`src/rtl/auto_baud_detect.sv`:
```
// Measures an rx start-bit width and returns the matching BaudVal code; done/error pulse 2 clk after the pulse ends (+2 sync).
// No backpressure: arm is only accepted in IDLE. Define AUTOBAUD_AVG_EN to average two low pulses (0x55 start bit + bit1).
module auto_baud_detect #(
   parameter int         MAX_COUNT    = 500000,
   parameter int         MIN_COUNT    = 55,
   parameter int         IDLE_CYCLES  = 1024,
   parameter logic [3:0] DEFAULT_BAUD = 4'b1000
) (
   input  logic       clk,
   input  logic       reset,
   input  logic       rx,
   input  logic       arm,
   output logic [3:0] baud_val,
   output logic       done,
   output logic       error,
   output logic       busy
);

   localparam int              IW     = $clog2(IDLE_CYCLES + 1);
   localparam logic [IW-1:0]   IDLE_N = IW'(IDLE_CYCLES);
   localparam logic [18:0]     SAT    = 19'(MAX_COUNT + 1);
   localparam logic [19:0]     MAX20  = 20'(MAX_COUNT);
   localparam logic [19:0]     MIN20  = 20'(MIN_COUNT);

   typedef enum logic [3:0] {
      S_IDLE,
      S_WAIT_IDLE,
      S_WAIT_START,
      S_MEASURE,
`ifdef AUTOBAUD_AVG_EN
      S_GAP,
      S_MEASURE2,
`endif
      S_CLASSIFY,
      S_DONE,
      S_FAIL,
      S_WAIT_HIGH
   } state_t;

   state_t        state_q, state_d;
   logic          rx_meta_q, rxs_q;
   logic [IW-1:0] idle_q, idle_d;
   logic [18:0]   cnt_q, cnt_d;
   logic [3:0]    baud_q, baud_d;
   logic          done_q, done_d;
   logic          error_q, error_d;
   logic          busy_q, busy_d;
   logic [19:0]   meas;
`ifdef AUTOBAUD_AVG_EN
   logic [18:0]   cnt2_q, cnt2_d;
   logic [18:0]   gap_q, gap_d;
   logic [19:0]   sum;
`endif

   function automatic logic [3:0] classify(input logic [19:0] v);
      if (v >= 20'd208333)     return 4'd0;
      else if (v >= 20'd62500) return 4'd1;
      else if (v >= 20'd31250) return 4'd2;
      else if (v >= 20'd15625) return 4'd3;
      else if (v >= 20'd7812)  return 4'd4;
      else if (v >= 20'd3906)  return 4'd5;
      else if (v >= 20'd2170)  return 4'd6;
      else if (v >= 20'd1302)  return 4'd7;
      else if (v >= 20'd651)   return 4'd8;
      else if (v >= 20'd325)   return 4'd9;
      else if (v >= 20'd163)   return 4'd10;
      else                     return 4'd11;
   endfunction

   always_comb begin
`ifdef AUTOBAUD_AVG_EN
      sum  = {1'b0, cnt_q} + {1'b0, cnt2_q};
      meas = sum >> 1;
`else
      meas = {1'b0, cnt_q};
`endif
   end

   always_comb begin
      state_d = state_q;
      idle_d  = idle_q;
      cnt_d   = cnt_q;
      baud_d  = baud_q;
`ifdef AUTOBAUD_AVG_EN
      cnt2_d  = cnt2_q;
      gap_d   = gap_q;
`endif
      case (state_q)
         S_IDLE: begin
            if (arm) begin
               state_d = S_WAIT_IDLE;
               idle_d  = '0;
            end
         end
         S_WAIT_IDLE: begin
            // any low sample restarts the quiet-line qualification
            if (!rxs_q) begin
               idle_d = '0;
            end else if (idle_q == IDLE_N - IW'(1)) begin
               idle_d  = '0;
               state_d = S_WAIT_START;
            end else begin
               idle_d = idle_q + IW'(1);
            end
         end
         S_WAIT_START: begin
            if (!rxs_q) begin
               cnt_d   = 19'd1;
               state_d = S_MEASURE;
            end
         end
         S_MEASURE: begin
            if (rxs_q) begin
`ifdef AUTOBAUD_AVG_EN
               gap_d   = 19'd1;
               state_d = S_GAP;
`else
               state_d = S_CLASSIFY;
`endif
            end else begin
               cnt_d = cnt_q + 19'd1;
               if (cnt_d == SAT) state_d = S_FAIL;
            end
         end
`ifdef AUTOBAUD_AVG_EN
         S_GAP: begin
            if (rxs_q) begin
               gap_d = gap_q + 19'd1;
               if (gap_d == SAT) state_d = S_FAIL;
            end else begin
               cnt2_d  = 19'd1;
               state_d = S_MEASURE2;
            end
         end
         S_MEASURE2: begin
            if (rxs_q) begin
               state_d = S_CLASSIFY;
            end else begin
               cnt2_d = cnt2_q + 19'd1;
               if (cnt2_d == SAT) state_d = S_FAIL;
            end
         end
`endif
         S_CLASSIFY: begin
            // code is loaded here so baud_val is already new while done is high
            if (meas >= MIN20 && meas <= MAX20) begin
               baud_d  = classify(meas);
               state_d = S_DONE;
            end else begin
               state_d = S_FAIL;
            end
         end
         S_DONE:      state_d = S_IDLE;
         S_FAIL:      state_d = S_WAIT_HIGH;
         S_WAIT_HIGH: if (rxs_q) state_d = S_IDLE;
         default:     state_d = S_IDLE;
      endcase

      done_d  = (state_d == S_DONE);
      error_d = (state_d == S_FAIL);
      busy_d  = !(state_d inside {S_IDLE, S_DONE, S_FAIL, S_WAIT_HIGH});
   end

   always_ff @(posedge clk) begin
      if (reset) begin
         rx_meta_q <= 1'b1;
         rxs_q     <= 1'b1;
         state_q   <= S_IDLE;
         idle_q    <= '0;
         cnt_q     <= '0;
         baud_q    <= DEFAULT_BAUD;
         done_q    <= 1'b0;
         error_q   <= 1'b0;
         busy_q    <= 1'b0;
`ifdef AUTOBAUD_AVG_EN
         cnt2_q    <= '0;
         gap_q     <= '0;
`endif
      end else begin
         rx_meta_q <= rx;
         rxs_q     <= rx_meta_q;
         state_q   <= state_d;
         idle_q    <= idle_d;
         cnt_q     <= cnt_d;
         baud_q    <= baud_d;
         done_q    <= done_d;
         error_q   <= error_d;
         busy_q    <= busy_d;
`ifdef AUTOBAUD_AVG_EN
         cnt2_q    <= cnt2_d;
         gap_q     <= gap_d;
`endif
      end
   end

   assign baud_val = baud_q;
   assign done     = done_q;
   assign error    = error_q;
   assign busy     = busy_q;

endmodule
```
`config.mk`:
```
export PLATFORM = sky130hd
export DESIGN_NAME = auto_baud_detect
export DESIGN_NICKNAME = d
export VERILOG_FILES = /design/src/rtl/auto_baud_detect.sv
export SDC_FILE = /design/constraint.sdc
export NUM_CORES = 1
export LEC_CHECK = 0
export BUFFER_PORTS_ARGS = -buffer_cell sky130_fd_sc_hd__buf_2
export CORE_MARGIN = 2
export CORE_UTILIZATION = 45
export DETAILED_ROUTE_END_ITERATION = 6
export GPL_TIMING_DRIVEN = 0
export PLACE_DENSITY = 0.72
export SLEW_MARGIN = 20
export SYNTH_ARGS = -nofsm -noshare
export SYNTH_HDL_FRONTEND = slang
export SYNTH_SLANG_ARGS = --single-unit
```
`constraint.sdc`:
```
create_clock -name clk -period 2.97 [get_ports clk]
set_input_delay 0.297 -clock clk [delete_from_list [all_inputs] [get_ports clk]]
set_output_delay 0.297 -clock clk [all_outputs]
set_load 0.005 [all_outputs]
```
; After elaboration in Yosys (flattened, before gate mapping)
; Cells that the tools add are included.
[totals]
reg_bits = 43
latch_bits = 0
ramBits = 0
mem_bits_ro = 0
input_bits = 4
out_inout_bits = 7
word_cells = 75
n_memories = 0
[op_classes]
add_sub_neg = 2
n_mul = 0
div_mod_pow = 0
order_cmp = 13
eq_ne = 14
shifts = 0
n_mux = 27
bitwise = 0
reduce_logical = 10
[ops]
columns = cell, count
row1 = 2-to-1 mux 4 bit, 15
row2 = >= comparator 19 x 12 -> 1 bit (second input constant), 2
row3 = 2-to-1 mux 19 bit, 2
row4 = one-hot mux 19 bit (2 select lines), 1
row5 = 2-to-1 mux 11 bit, 3
row6 = one-hot mux 4 bit (7 select lines), 1
row7 = == test 4 x 3 -> 1 bit (second input constant), 6
row8 = one-hot mux 11 bit (2 select lines), 1
row9 = adder 19 x 1 -> 19 bit (second input constant), 1
row10 = == test 19 bit (second input constant), 1
row11 = >= comparator 19 x 10 -> 1 bit (second input constant), 1
row12 = >= comparator 19 x 11 -> 1 bit (second input constant), 1
row13 = >= comparator 19 x 13 -> 1 bit (second input constant), 1
row14 = >= comparator 19 x 14 -> 1 bit (second input constant), 1
row15 = >= comparator 19 x 15 -> 1 bit (second input constant), 1
row16 = >= comparator 19 x 16 -> 1 bit (second input constant), 1
row17 = >= comparator 19 x 18 -> 1 bit (second input constant), 1
row18 = >= comparator 19 x 6 -> 1 bit (second input constant), 1
row19 = >= comparator 19 x 8 -> 1 bit (second input constant), 1
row20 = >= comparator 19 x 9 -> 1 bit (second input constant), 1
row21 = <= comparator 19 bit (second input constant), 1
row22 = adder 11 x 1 -> 11 bit (second input constant), 1
row23 = == test 11 x 10 -> 1 bit (second input constant), 1
row24 = == test 4 x 2 -> 1 bit (second input constant), 2
row25 = 11 further kinds, 18

; Logic depth before layout (Yosys ltp)
; Gate-level depths: netlist of the first run.
[logic_depth]
word_depth = 12
ltp_mapped = 12
ltp_nobuf = 10

; Worst setup path after synthesis of the first run
; No wires, ideal clock.
[synth_path]
path_kind = flip-flop to flip-flop
startpoint = register cnt_q[1]
endpoint = register baud_q[0], in the netlist baud_val[0]
setup_ps = 121
arrival_ps = 2216
required_ps = 2849
path_slack_ps = 634
path_stages_with_launch = 13
n_path_buf = 2
synth_period_minus_slack_ps = 2336
path_cell_list = dfxtp_1 > clkbuf_1 > inv_1 > ha_1 > or4b_1 > a211oi_1 > o21ai_1 > a2bb2oi_1 > and2_4 > buf_6 > nor3b_2 > a41oi_1 > nand2_1
[synth_between]
elab_chain_cells = 12
word_cells_on_any_way = 26
cone_classes = order compare: 13 / mux: 11 / reduce/logical: 2
[synth_rtl]
columns = element, line_no
row1 = start: declaration, 43  ; logic [18:0] cnt_q, cnt_d;
row2 = start signal: assignment, 184  ; cnt_q <= cnt_d;
row3 = >= comparator 19 x 8 -> 1 bit, 66  ; else if (v >= 20'd163) return 4'd10;
row4 = 2-to-1 mux 1 bit, 66
row5 = 2-to-1 mux 2 bit, 65  ; else if (v >= 20'd325) return 4'd9;
row6 = 2-to-1 mux 2 bit, 64  ; else if (v >= 20'd651) return 4'd8;
row7 = 2-to-1 mux 4 bit, 63  ; else if (v >= 20'd1302) return 4'd7;
row8 = 2-to-1 mux 4 bit, 62  ; else if (v >= 20'd2170) return 4'd6;
row9 = 2-to-1 mux 4 bit, 61  ; else if (v >= 20'd3906) return 4'd5;
row10 = 2-to-1 mux 4 bit, 60  ; else if (v >= 20'd7812) return 4'd4;
row11 = 2-to-1 mux 4 bit, 59  ; else if (v >= 20'd15625) return 4'd3;
row12 = 2-to-1 mux 4 bit, 58  ; else if (v >= 20'd31250) return 4'd2;
row13 = 2-to-1 mux 4 bit, 57  ; else if (v >= 20'd62500) return 4'd1;
row14 = 2-to-1 mux 4 bit, 56  ; if (v >= 20'd208333) return 4'd0;
row15 = end signal: assignment, 185  ; baud_q <= baud_d;
row16 = end: declaration, 44  ; logic [3:0] baud_q, baud_d;
; Several ways; a longest one is shown, not always the timed one.
; A chain may end at the register's enable or synchronous reset.

; Final worst setup path of the first run
; Same ends and word-level chain as after synthesis.

==> results of run 1 <==
==> layer usage <==
metal / part of all wire / global-route usage / vias up / wire (um)
li1: - / - / 1522 / -
met1: 0.44 / 0.324 / 1442 / 3740
met2: 0.45 / 0.360 / 125 / 3830
met3: 0.080 / 0.0410 / 18 / 675
met4: 0.023 / 0.0767 / 0 / 192
met5: 0 / 0 / - / 0
==> worst paths after layout <==
check / to / slack, ns / cells past startpoint / start
max: baud_val[0] / 0.12 / 12 / cnt_q[1]
min: rx_meta_q / 0.18 / 2 / rx
max reg2reg: baud_val[0] / 0.12 / 12 / cnt_q[1]
min reg2reg: rxs_q / 0.41 / 1 / rx_meta_q
==> report_power, final <==
| group | switching [mW] | internal (mW) | total (mW) |
|---|---|---|---|
| Clock | 0.201 | 0.191 | 0.392 |
| Sequential | 0.00443 | 0.582 | 0.586 |
| Combinational | 0.0400 | 0.0186 | 0.0586 |
==> cells by family after synthesis <==
| family | Yosys count |
|---|---|
| AOI/OAI and AO/OA | 101 |
| xor gates and xnor gates | 15 |
| adders and majority gates | 6 |
| buffers and inverters | 45 |
| DFF | 43 |
| muxes | 2 |
| other | 1 |
| and+or+nand+nor | 199 |
==> flip-flops by register name, indices dropped and copies added (netlist names) <==
name	cells
rxs_q	1
done	1
rx_meta_q	1
idle_q	11
error	1
busy	1
baud_val	4
state_q	4
cnt_q	19
==> final cells by class <==
class                      instances  area [um^2]  area share
clock inverter                     1         8.76     0.00265
multi-input combinational        324         2000       0.603
sequential                        43          861       0.260
buffer                            36          173      0.0522
inverter                           9         33.8      0.0102
clock buffer                       7         86.3      0.0261
tap                               80          100      0.0302
timing repair buffer              10         50.0      0.0151
==> stage by stage <==
step / hold WS [ns] / area, um^2 / std cells
after global routing: 0.173 / 3310 / 510
after global placement: 0.395 / 3200 / 502
after detailed placement: 0.395 / 3200 / 502
after floorplan: 0.389 / 3050 / 412
final: 0.182 / 3310 / 510
after CTS: 0.177 / 3300 / 510
==> Yosys cell counts (all sizes together) (5+ instances only) <==
cell type | n | share of area
and3 | 5 | 0.010
o31ai | 5 | 0.017
xnor2 | 8 | 0.023
nor4 | 12 | 0.034
clkbuf | 17 | 0.021
nand2 | 43 | 0.053
nand2b | 5 | 0.010
nand4 | 13 | 0.036
o21ai | 27 | 0.044
nor3b | 5 | 0.014
nand3 | 16 | 0.030
inv | 8 | 0.0098
xor2 | 7 | 0.020
nor2 | 50 | 0.062
a21oi | 31 | 0.051
a211oi | 8 | 0.020
dfxtp | 43 | 0.28
buf | 19 | 0.036
nor3 | 18 | 0.035
or3 | 6 | 0.014
ha | 5 | 0.021
and2 | 6 | 0.013
==> timing repair <==
action,in CTS,in global routing
setup endpoints to repair,0,4
gates resized for setup,0,2
setup buffers,0,0
==> out/metrics.cfg, run 1 <==
[status]
outcome = finished clean

[critical_path]
critPathMaxStageDelay_ns = 0.44
worstPathArrival_ns = 3.03
worstSetupEndpointType = flip-flop
crit_chain = clkbuf_1 > inv_1 > ha_1 > or4b_1 > a211oi_1 > o21ai_1 > a2bb2oi_2 > and2_4 > buf_6 > nor3b_2 > a41oi_1 > nand2_1
cp.buffers_inverters = 3
startpoint_type = flip-flop
critPathTopFamily = compound AO/OA/AOI/OAI gates
crit_fanout = 10
path_class = flip-flop to flip-flop
worst_ep_required_time_ns = 3.15
crit_slowest_cell = or4b_1

[logic_synthesis]
synth_area_um2 = 3050
synth_nets = 421
synth.area.mux_share = 0.00656
synth.ff_latch_count = 43
synth_top_family_by_area = simple AND/OR/NAND/NOR gates
synth_fa_ha_area_frac = 0.0238
synth_warnings = 0
synth_edf_count = 0
synth_cell_types = 71
seq_area_frac_synth = 0.282
synth-xor-area-share = 0.0431
synth_compound_area_frac = 0.210
synth_cells = 412
synth_ff_type = dfxtp_1
synthArstFlopShare = 0
yosys.area_share.simple = 0.366
syn_area_per_cell_um2 = 7.41

[grt]
grt_antenna_before_repair = 0
grt_pass1_vias = 2789
grt_max_degree = 14
grt-ovfl-total = 0
grtUsageTotal = 0.232
grt_pass1_wl_um = 13800

[route]
drt-initial-drc-count = 250
viasPerCell = 6.09
post_drt_wl_per_cell_um = 16.5
drc_errors = 0
routed_wl_um = 8430
vias = 3107
ant_nets = 0
drt_pass1_iterations = 5

[job]
cap_violations = 0

[floorplanning]
die_w_um = 86.4
rows = 30
ios = 11
core-area_um2 = 6680
die_h_um = 86.4
die_area_um2 = 7460
start_util = 0.457

[timing]
max-slew-margin-rel = 0.552
setup_viol_count_final = 0
tightest_slew_ns = 0.668
period_share = 0.959
grt_setup_unrepaired = no
finalMaxSlewViolations = 0
max_clock_freq_mhz = 351
finClkSkew_ns = 0.00821
final-hold-violation-count = 0
fin_ws_ns = 0.121
post-route-min-period_ns = 2.85
fin_setup_tns_ns = 0

[power]
ir_drop_mv = 0.284
power.density_nw_per_um2 = 313
power.leakage_nw = 1.25
finalPower_mw = 1.04

[place]
place.gp.congestion = 1.02
dp.final_hpwl_um = 6170
port_buffers = 10
dp_worst_setup_slack_ns = 0.121

[finish]
drive_gt1_frac = 0.123
final_util = 0.495
final_common_cell = nor2_1
final_cell_mix = nor2_1, nand2_1, dfxtp_1
nFillCells = 670
fin_nets = 438
num_antenna_cells = 0
syn2layout_area_growth_pct = 8.45

[clocking]
cts_tree = done
numCtsBuffers = 5
cts_max_path_buffers = 2
clk_pin_slew_ns = 0.08
cts_hold_buf = 0
cts_root_buf = clkbuf_8
htreeDepth = 2
numClockSinks = 43
clk_latency_ns = 0.30

[hold_path]
min_path_type = primary input to flip-flop

No activity file was read; power rests on OpenSTA's default activity.
==> run 2, diff against run 1 <==
--- a/config.mk
+++ b/config.mk
@@ -11,6 +11,7 @@
 export DETAILED_ROUTE_END_ITERATION = 6
 export GPL_TIMING_DRIVEN = 0
 export PLACE_DENSITY = 0.72
+export SETUP_SLACK_MARGIN = 0.15
 export SLEW_MARGIN = 20
 export SYNTH_ARGS = -nofsm -noshare
 export SYNTH_HDL_FRONTEND = slang
==> run 2 against run 1 <==
Against the previous run:
- largest power group unchanged
- routed wire length increased by 0.60%
- sequential share of layout area decreased by 0.13 points
- critical endpoint unchanged
- final cell count unchanged
- non-clock buffer count unchanged
- utilization increased by 0.32 points
- fmax increased by 5.1%
- critical path depth unchanged
- largest cell class unchanged
==> out/metrics.cfg, run 2 (synthesis gave the netlist of run 1 again) <==
[status]
outcome = finished clean

[finish]
largest_reg_flops = 19  ; unchanged
fin_nets = 438  ; unchanged
final_cell_mix = nor2_1, nand2_1, dfxtp_1
stdcell_count = 510  ; unchanged
final_common_cell = nor2_1
largestRegisters = cnt_q: 19 flops, idle_q: 11 flops
stdcell_area_um2 = 3330  ; +0.64%
drive_gt1_frac = 0.137  ; +0.0140
top_register = cnt_q
num_antenna_cells = 0  ; unchanged
nFillCells = 665  ; -0.75%
syn2layout_area_growth_pct = 9.14

[critical_path]
worstPathArrival_ns = 2.89  ; -0.14 ns
critPathTopFamily = compound AO/OA/AOI/OAI gates
crit_slowest_cell = or4b_1
worst_ep_required_time_ns = 3.15  ; about the same
critPathMaxStageDelay_ns = 0.46  ; +0.02 ns
crit_chain = clkbuf_1 > inv_1 > ha_1 > or4b_1 > a211oi_2 > o21ai_1 > a2bb2oi_2 > and2_4 > buf_6 > nor3b_2 > a41oi_1 > nand2_1
worstSetupEndpointType = flip-flop
crit_fanout = 10  ; unchanged
startpoint_type = flip-flop
cp.buffers_inverters = 3  ; unchanged
path_class = flip-flop to flip-flop

[timing]
grt_setup_unrepaired = no
max-slew-margin-rel = 0.523  ; -0.0293
setup_viol_count_final = 0  ; unchanged
fin_ws_ns = 0.258  ; +0.138 ns
tightest_slew_ns = 0.712  ; +0.0437 ns
finalMaxSlewViolations = 0  ; unchanged
fin_setup_tns_ns = 0  ; unchanged
period_share = 0.913  ; -0.0463
max_clock_freq_mhz = 369  ; +5.1%
finClkSkew_ns = 0.00747  ; -0.000736 ns
final-hold-violation-count = 0  ; unchanged
post-route-min-period_ns = 2.71  ; -0.138 ns

[clocking]
clk_pin_slew_ns = 0.08  ; about the same
cts_root_buf = clkbuf_8
htreeDepth = 2  ; unchanged
numClockSinks = 43  ; unchanged
cts_max_path_buffers = 2  ; unchanged
postCtsSetupRepairBufs = 0  ; unchanged
cts_tree = done
numCtsBuffers = 5  ; unchanged
cts_hold_buf = 0  ; unchanged
clk_latency_ns = 0.30  ; about the same

[floorplanning]
die_h_um = 86.4  ; unchanged
ios = 11  ; unchanged
die_area_um2 = 7460  ; unchanged
die_w_um = 86.4  ; unchanged
core-area_um2 = 6680  ; unchanged
rows = 30  ; unchanged
start_util = 0.457  ; unchanged

[power]
power.leakage_nw = 1.26  ; +0.68%
power.density_nw_per_um2 = 311  ; -0.65%
ir_drop_mv = 0.284  ; +0.19%

[route]
drc_errors = 0  ; unchanged
ant_nets = 0  ; unchanged
routed_wl_um = 8490  ; +0.60%
drt_pass1_iterations = 5  ; unchanged
viasPerCell = 6.10  ; +0.13%
vias = 3111  ; +0.13%
post_drt_wl_per_cell_um = 16.6  ; +0.60%
drt-initial-drc-count = 224  ; -10%

[grt]
grt-ovfl-total = 0  ; unchanged
grt_pass1_vias = 2791  ; +0.072%
grtUsageTotal = 0.231  ; about the same
grt_pass1_wl_um = 13800  ; unchanged
grt_antenna_before_repair = 0  ; unchanged
grt_max_degree = 14  ; unchanged

[place]
postPlaceCellArea_um2 = 3200  ; unchanged
port_buffers = 10  ; unchanged
place.gp.congestion = 1.02  ; unchanged
dp_worst_setup_slack_ns = 0.121  ; unchanged
dpl.cell_count = 502  ; unchanged
dp.final_hpwl_um = 6170  ; unchanged

[hold_path]
min_path_type = primary input to flip-flop

[job]
cap_violations = 0  ; unchanged

## run 2: path summary, 6_finish.rpt
path | startpoint | to | slack (ns) | cells after the start
setup / recovery | cnt_q[0] | baud_val[0] | 0.26 | 12
hold / removal | rx | rx_meta_q | 0.18 | 2
setup reg to reg | cnt_q[0] | baud_val[0] | 0.26 | 12
hold reg to reg | rx_meta_q | rxs_q | 0.41 | 1
## run 2: power breakdown
group	leakage [nW]	switching [mW]	internal [mW]
Clock	0.0484	0.201	0.191
Sequential	0.348	0.00443	0.582
Combinational	0.861	0.0401	0.0186
Total	1.26	0.245	0.791
## run 2: area by class of cell
type | count | area, um^2 | share of cell area
multi-input combinational | 324 | 2010 | 0.605
buffer | 36 | 175 | 0.0526
tap | 80 | 100 | 0.0301
clock inverter | 1 | 8.76 | 0.00263
inverter | 9 | 33.8 | 0.0101
timing repair buffer | 10 | 50.0 | 0.0150
sequential | 43 | 862 | 0.259
clock buffer | 7 | 86.3 | 0.0259
## run 2: routing by layer
layer	part of all wire	track usage	vias to the layer above	routed length (um)
met4	0.023	0.0767	0	192
li1	-	-	1516	-
met3	0.072	0.0410	18	614
met2	0.46	0.362	134	3870
met1	0.45	0.323	1443	3810
met5	0	0	-	0
## run 2: repair_timing
item                                    CTS  global route
endpoints found under the setup margin    1             7
gates resized for setup                   1             9
cloned                                    0             0
## run 2: metrics by stage
| stage | hold slack [ns] | util | power (mW) |
|---|---|---|---|
| floorplan | 0.389 | - | 0.640 |
| global placement | 0.395 | 0.479 | 0.657 |
| detailed placement | 0.395 | 0.479 | 0.659 |
| CTS | 0.177 | 0.494 | 1.05 |
| global route | 0.173 | 0.499 | 1.08 |
| finish | 0.184 | 0.499 | 1.04 |
==> run 3, diff against run 2 <==
--- a/config.mk
+++ b/config.mk
@@ -6,10 +6,10 @@
 export NUM_CORES = 1
 export LEC_CHECK = 0
 export BUFFER_PORTS_ARGS = -buffer_cell sky130_fd_sc_hd__buf_2
+export CORE_ASPECT_RATIO = 1.4
 export CORE_MARGIN = 2
 export CORE_UTILIZATION = 45
 export DETAILED_ROUTE_END_ITERATION = 6
-export GPL_TIMING_DRIVEN = 0
 export PLACE_DENSITY = 0.72
 export SETUP_SLACK_MARGIN = 0.15
 export SLEW_MARGIN = 20
==> constraint.sdc (replaced) <==
create_clock -name clk -period 2.97 [get_ports clk]
set_input_delay 0.297 -clock clk [delete_from_list [all_inputs] [get_ports clk]]
set_output_delay 0.297 -clock clk [all_outputs]
set_load 0.05 [all_outputs]
==> run 3 against run 2 <==
Against the previous run:
- highest routed layer unchanged
- sequential share of layout area up 0.38 points
- count of clock-buffer cells in the layout down 1
- fmax up 2.9%
- combinational power up 4.9%
==> out/metrics.cfg, run 3 (synthesis gave the netlist of run 1 again) <==
[status]
outcome = finished clean

[timing]
fin_setup_tns_ns = 0  ; unchanged
tightest_slew_ns = 0.613  ; -0.0987 ns
final-hold-violation-count = 0  ; unchanged
post-route-min-period_ns = 2.64  ; -0.0763 ns
setup_viol_count_final = 0  ; unchanged
period_share = 0.887  ; -0.0257
finClkSkew_ns = 0.0172  ; +0.00977 ns
fin_hold_ws_ns = 0.189  ; +0.00570 ns
grt_setup_unrepaired = no
max_clock_freq_mhz = 379  ; +2.9%
max-slew-margin-rel = 0.587  ; +0.0643
finalMaxSlewViolations = 0  ; unchanged

[grt]
grtUsageTotal = 0.241  ; +0.00960
grt_pass1_vias = 2938  ; +5.3%
grt_max_degree = 30  ; +16
grt_pass1_wl_um = 14000  ; +1.3%
grt_antenna_before_repair = 0  ; unchanged
grt-ovfl-total = 0  ; unchanged

[floorplanning]
ios = 11  ; unchanged
rows = 35  ; +17%
die_w_um = 73.6  ; -15%
die_area_um2 = 7470  ; +0.12%
start_util = 0.465  ; +0.00783
core-area_um2 = 6570  ; -1.7%
die_h_um = 101  ; +17%

[clocking]
cts_resized = 0  ; -1
cts_max_path_buffers = 2  ; unchanged
htreeDepth = 2  ; unchanged
numCtsBuffers = 5  ; unchanged
postCtsSetupRepairBufs = 0  ; unchanged
numClockSinks = 43  ; unchanged
clk_latency_ns = 0.31  ; about the same
clk_pin_slew_ns = 0.10  ; +0.02 ns
cts_root_buf = clkbuf_8
cts_tree = done
cts_hold_buf = 0  ; unchanged

[finish]
largest_reg_flops = 19  ; unchanged
largestRegisters = cnt_q: 19 flops, idle_q: 11 flops
num_antenna_cells = 0  ; unchanged
final_util = 0.499  ; +0.000546
syn2layout_area_growth_pct = 7.42
multi_input_area_um2 = 1980  ; -1.5%
stdcell_count = 489  ; -4.1%
final_common_cell = nor2_1
final_cell_mix = nor2_1, nand2_1, dfxtp_1
top_register = cnt_q
fin_nets = 423  ; -3.4%
drive_gt1_frac = 0.137  ; +0.000140
nFillCells = 643  ; -3.3%
ff_latch_area_um2 = 861  ; -0.15%

[hold_path]
min_path_type = primary input to flip-flop
hold_depth = 2  ; unchanged

[route]
routed_wl_um = 8460  ; -0.31%
ant_nets = 0  ; unchanged
vias = 3113  ; +0.064%
drc_errors = 0  ; unchanged
drt-initial-drc-count = 338  ; +51%
drt_pass1_iterations = 5  ; unchanged
post_drt_wl_per_cell_um = 17.3  ; +4.0%
viasPerCell = 6.37  ; +4.4%

[power]
power.leakage_nw = 1.24  ; -1.2%
power.density_nw_per_um2 = 321  ; +3.2%
ir_drop_mv = 0.297  ; +4.5%
finalPower_mw = 1.05  ; +1.6%

[critical_path]
ff2ff_path_depth = 11  ; -1
path_class = flip-flop to flip-flop
worstPathArrival_ns = 2.84  ; -0.05 ns
worstSetupEndpointType = flip-flop
crit_fanout = 10  ; unchanged
worst_ep_required_time_ns = 3.17  ; +0.02 ns
startpoint_type = flip-flop

[place]
port_buffers = 10  ; unchanged
place.gp.congestion = 0.987  ; -3.1%
dpl.cell_count = 481  ; -4.2%
dp.final_hpwl_um = 6250  ; +1.3%

[job]
cap_violations = 0  ; unchanged

run 3: changes by cell type in the layout (fill, tap and decap cells not counted), moves of 2 or more:
cell and delta:
buf_1 -3, buf_2 -12, buf_4 +19, buf_6 -2
clkbuf_1 -16, clkbuf_2 -2, nor4_1 +2, nor4_2 -2
run 3: final timing paths:
| check | startpoint | to | slack [ns] |
|---|---|---|---|
| max | cnt_q[0] | baud_val[0] | 0.33 |
| min | rx | rx_meta_q | 0.19 |
| max reg2reg | cnt_q[0] | baud_val[0] | 0.33 |
| min reg2reg | rx_meta_q | rxs_q | 0.42 |
run 3: routing by layer:
metal	global-route usage	share of wire
met4	0.126	0.045
met1	0.273	0.40
met5	0	0
met2	0.429	0.51
met3	0.0328	0.050
run 3: final cells by class:
type	count	share of cell area
multi-input combinational	324	0.605
clock inverter	2	0.00496
clock buffer	6	0.0252
tap	74	0.0282
sequential	43	0.263
timing repair buffer	31	0.0634
inverter	9	0.0103
run 3: power by group:
group | total [mW] | internal, mW | switching [mW]
clock network | 0.404 | 0.190 | 0.214
registers | 0.588 | 0.582 | 0.00557
logic | 0.0616 | 0.0191 | 0.0425
total | 1.05 | 0.791 | 0.262
run 3: critical path: stages (launching register included):
cell,delay (ns)
dfxtp_1,0.34
buf_4,0.19
inv_1,0.08
ha_1,0.15
or4b_1,0.45
a211oi_1,0.34
o21ai_1,0.10
a2bb2oi_1,0.31
and2_4,0.28
nor3b_2,0.06
a41oi_1,0.18
nand2_1,0.08
run 3: per-stage QoR:
step           setup slack [ns]  area [um^2]
6_report                  0.335         3280
2_1_floorplan             0.634         3050
3_5_place_dp              0.373         3180
5_1_grt                   0.150         3280
4_1_cts                   0.344         3280
3_3_place_gp              0.374         3180
